`src/rtl/univ_reg_pkg.sv`:
```
// rtl/univ_reg_pkg.sv - mode encodings and width-parametrised next-state function for univ_reg
// Optional saturation controlled by macro UNIV_REG_SAT_EN.
package univ_reg_pkg;

  typedef enum logic [2:0] {
    HOLD   = 3'b000,
    LOAD   = 3'b001,
    TOGGLE = 3'b010,
    SET    = 3'b011,
    SHL    = 3'b100,
    SHR    = 3'b101,
    CNT_UP = 3'b110,
    CNT_DN = 3'b111
  } mode_e;

  // Parametrised class wrapper gives a width-generic static function.
  virtual class univ_reg_ns #(parameter int W = 8);
    static function logic [W-1:0] next_q(input mode_e mode, input logic [W-1:0] q,
                                         input logic [W-1:0] d, input logic sin);
      logic [W-1:0] nq;
      nq = q;
      case (mode)
        HOLD:   nq = q;
        LOAD:   nq = d;
        TOGGLE: nq = q ^ d;
        SET:    nq = q | d;
        SHL:    nq = {q[W-2:0], sin};
        SHR:    nq = {sin, q[W-1:1]};
`ifdef UNIV_REG_SAT_EN
        CNT_UP: nq = (q == {W{1'b1}}) ? q : q + 1'b1;
        CNT_DN: nq = (q == {W{1'b0}}) ? q : q - 1'b1;
`else
        CNT_UP: nq = q + 1'b1;
        CNT_DN: nq = q - 1'b1;
`endif
        default: nq = q;
      endcase
      return nq;
    endfunction
  endclass

endpackage

```
`src/rtl/univ_reg.sv`:
```
// rtl/univ_reg.sv - WIDTH-bit multi-mode register (load/toggle/set/shift/count)
// Define UNIV_REG_SAT_EN to make counters saturate and tie wrap low.
module univ_reg
  import univ_reg_pkg::*;
#(
  parameter int              WIDTH     = 8,
  parameter logic [WIDTH-1:0] RESET_VAL = '0
) (
  input  logic             clk,
  input  logic             reset,
  input  logic             clr,
  input  logic             en,
  input  logic [2:0]       mode,
  input  logic [WIDTH-1:0] d,
  input  logic             sin,
  output logic [WIDTH-1:0] q,
  output logic             sout,
  output logic             tc,
  output logic             wrap
);

  logic [WIDTH-1:0] q_q, q_d;
  logic             wrap_q, wrap_d;
  mode_e            mode_s;

  assign mode_s = mode_e'(mode);

  assign tc   = ((mode_s == CNT_UP) && (q_q == {WIDTH{1'b1}})) ||
                ((mode_s == CNT_DN) && (q_q == {WIDTH{1'b0}}));
  assign sout = (mode_s == SHR) ? q_q[0] : q_q[WIDTH-1];

  always_comb begin
    q_d    = q_q;
    wrap_d = 1'b0;
    if (clr) begin
      q_d = RESET_VAL;
    end else if (en) begin
      q_d = univ_reg_ns#(WIDTH)::next_q(mode_s, q_q, d, sin);
`ifndef UNIV_REG_SAT_EN
      // tc is only ever high in a count mode, so it marks the wrapping edge.
      wrap_d = tc;
`endif
    end
  end

  always_ff @(posedge clk or posedge reset) begin
    if (reset) begin
      q_q    <= RESET_VAL;
      wrap_q <= 1'b0;
    end else begin
      q_q    <= q_d;
      wrap_q <= wrap_d;
    end
  end

  assign q    = q_q;
  assign wrap = wrap_q;

endmodule
```
`config.mk`:
```
export PLATFORM = sky130hd
export DESIGN_NAME = univ_reg
export DESIGN_NICKNAME = d
export VERILOG_FILES = /design/src/rtl/univ_reg_pkg.sv /design/src/rtl/univ_reg.sv
export SDC_FILE = /design/constraint.sdc
export NUM_CORES = 1
export LEC_CHECK = 0
export CORE_ASPECT_RATIO = 1.4
export CORE_MARGIN = 10
export CORE_UTILIZATION = 42
export CTS_BUF_LIST = sky130_fd_sc_hd__clkbuf_2
export DETAILED_ROUTE_END_ITERATION = 10
export PLACE_DENSITY_LB_ADDON = 0.15
export SETUP_SLACK_MARGIN = 0.1
export SLEW_MARGIN = 0
export SYNTH_ARGS = -nofsm -noshare
export SYNTH_HDL_FRONTEND = slang
export SYNTH_SLANG_ARGS = --single-unit
```
`constraint.sdc`:
```
create_clock -name clk -period 3.1 [get_ports clk]
set_clock_uncertainty 0.15 [all_clocks]
set_input_delay 0.31 -clock clk [delete_from_list [all_inputs] [get_ports clk]]
set_output_delay 0.31 -clock clk [all_outputs]
set_load 0.05 [all_outputs]
```
==> qor.yml <==
worst_setup_path:
  regToRegStartpoint: "q[1]"
  rrSetupSlack_ns: 0.93
  timing.reg2reg.worst_path_depth: 6
  crit_arrival_ns: 2.24
  delay_of_the_slowest_cell_on_the_worst_path_ns: 0.59
  crit_path_cell_trace: "or4_4, or4_4, nand2b_1, nand2_1, buf_12"
  crit_end: "tc"
  worst_ep_required_time_ns: 2.64
  timing.critical_path.from: "q[1]"
  timing.critical_path.slowest_stage_cell: "or4_4"
  worst_setup_path_end_kind: "output pin"
  path_common_cell: "or4_4"
  cp-start-kind: "flop"
  timing_worst_setup_path_type: "reg2out"
  reg2reg_to: "q[6]"
  cp_max_fo: 12
drt:
  routed_via_density: 5.88
  postRouteAntennaNets: 0
  average_wire_per_standard_cell_um: 15.9
  detailroute.via_count: 1259
  post_route_drc_violation_count: 0
  drt_iter0_markers: 88
  drt-total-wl_mm: 3.39
  drt_first_pass_iters: 5
worst_hold_path:
  hold_path.class: "in2async"
cts:
  tritoncts_sink_count: 9
  clock-root-buffer: "clkbuf_2"
  worstSkewPairLatency_ns: 0.27
  tritoncts: "done"
  htreeDepth: 1
  number_of_buffers_between_clock_root_and_the_deepest_sink: 2
  clkTransAtPathRegs_ns: 0.10
  cts.repair_timing.setup_buffer_count: 0
  number_of_buffers_created_by_cts: 3
  cts-resized-gates: 0
  cts_hold_repair.buffers: 0
timing:
  max_freq_mhz: 370
  setup_violations: 0
  fin_worst_hold_slack_ns: 0.159
  timing.final.crit_period_ns: 2.70
  worst-slew-pin-transition_ns: 0.651
  post-route-worst-setup-slack_ns: 0.396
  worst_slew_margin_rel_pct: 56.5
  finalHoldViolCount: 0
  tns_ns: 0
  post-route-period-util_pct: 87.2
  unrepaired_setup_endpoints_after_global_routing: "false"
  drv_slew: 0
finish:
  area_delta_synth_final_pct: 27.1
  layout.cells.non_filler: 214
  n_antenna_cell: 0
  num-nets-final: 204
  final_core_util_pct: 56.6
  postLayoutCellArea_mm2: 0.00153
  final_layout_size_suffix_gt1_share_pct: 11.2
yosys:
  synth.top_cells.by_count: "18 x inv_1, 11 x nor2_1, 9 x dfrtp_1, 9 x ha_1, 9 x nand2_1"
  yosysSeqAreaShare_pct: 18.7
  async_s_r_ff_share_synth_pct: 100
  yosysTopAreaCell: "dfrtp_1"
  synth_most_common_cell: "inv_1"
  dominantRegCellSynth: "dfrtp_1"
  number_of_unique_standard_cell_types_used_by_synthesis: 43
  synth_largest_type_area_fraction_pct: 18.7
  synthesis.nets: 181
  synthesis.yosys.warnings: 0
  synth.ff_latch_count: 9
  syn_avg_cell_area_um2: 7.71
  syn-instance-count: 156
  mappedNetlistArea_mm2: 0.00120
  synth_enable_flop_cells: 0
  netlist_top_cells_area: "dfrtp_1 19%, ha_1 9.4%, inv_1 5.6%"
global_routing:
  grt_first_pass_wirelength_mm: 5.73
  grt_start_max_net_pins: 35
  grtUsageMet2_pct: 20.4
  grt_pass1_vias: 1194
  grt_overflow_total: 0
  track_usage_pct: 12.7
  grtUsageMet1_pct: 15.6
  grt_most_used_layer: "met2"
  grt_antenna_before_repair: 0
  met3_usage_pct: 2.82
floorplan:
  die_x_um: 65.2
  core_region_area_mm2: 0.00270
  chipHeight_um: 83.3
  initial_core_util_pct: 44.6
  dieArea_mm2: 0.00543
  placement_rows: 22
  num_io_pins: 27
placed_design:
  dp.cells: 210
  gp_routability_congestion: 0.842
  dp_hpwl_mm: 2.53
  place.port_buffers: 26
  place_area_mm2: 0.00151
  pre_cts_ws_ns: 0.398
run:
  cap_violations: 0
power_and_ir_drop:
  vdd.ir_drop.worst_uv: 149
  cellPowerDensity_mw_per_mm2: 285
  finalPower_uw: 435
  total_leakage_power_nw: 0.641
run_status:
  run_status: "complete, no violations"
-- layout by cell type (no fill, tap or decap), drive strengths merged, types with 2 or more instances in the layout --
cell type / instances
o21ai: 9
clkbuf: 4
nor2b: 3
and3: 3
nand3: 2
nor3b: 2
nand4b: 2
a31oi: 5
or4: 3
a211o: 4
nand4: 3
nor2: 11
a211oi: 2
nor3: 2
o211ai: 5
a21oi: 4
buf: 6
a22o: 2
mux4: 2
or3: 4
dfrtp: 9
nand3b: 2
mux2: 2
clkdlybuf4s50: 24
a311oi: 2
inv: 18
o211a: 2
nand2b: 6
or2: 3
nand2: 9
mux2i: 5
o311ai: 2
ha: 9
-- worst max-delay path: cells and delay by family (launching register included) --
family        cells  cell delay (ns)
simple gates      4             1.30
buf+inv           1             0.14
flops             1             0.53
-- how the worst min path moves through the flow --
stage,from,to,slack (ns),cells after the start
floorplan,reset,q[0],-0.01,1
detailed placement,reset,q[4],0.47,2
finish,reset,q[4],0.16,2
global route,reset,q[7],0.17,2
global placement,reset,q[4],0.46,2
CTS,reset,q[4],0.17,2
-- layout make-up --
cell class                 count  area [µm²]
clock buffer                   4        20.0
tap                           36        45.0
inverter                      18        67.6
sequential                     9         225
fill                         269        1170
timing repair buffer          30         310
multi-input combinational    117         860
-- sequential cells by signal, indices dropped and copies added (netlist names) --
register  flops
wrap          1
q             8
-- logic make-up after synthesis --
| kind of cell | after synthesis | synth area share (%) |
|---|---|---|
| fa+ha+maj | 9 | 9.37 |
| buf+inv | 30 | 9.78 |
| flops | 9 | 18.7 |
| compound gates | 42 | 25.1 |
| simple gates | 56 | 26.5 |
| xor+xnor | 1 | 0.729 |
| mux | 9 | 9.78 |
-- metal layers --
metal,vias up,part of all wire [%]
met3,9,4.5
li1,621,-
met2,34,50
met4,0,2.0
met1,595,43
met5,-,0
-- power breakdown --
| part | internal, mW | total, mW | switching (mW) |
|---|---|---|---|
| Sequential | 0.126 | 0.146 | 0.0201 |
| Clock | 0.0342 | 0.0831 | 0.0489 |
| Combinational | 0.0940 | 0.206 | 0.112 |
| Total | 0.254 | 0.435 | 0.181 |
No activity file was read; power rests on OpenSTA's default activity.
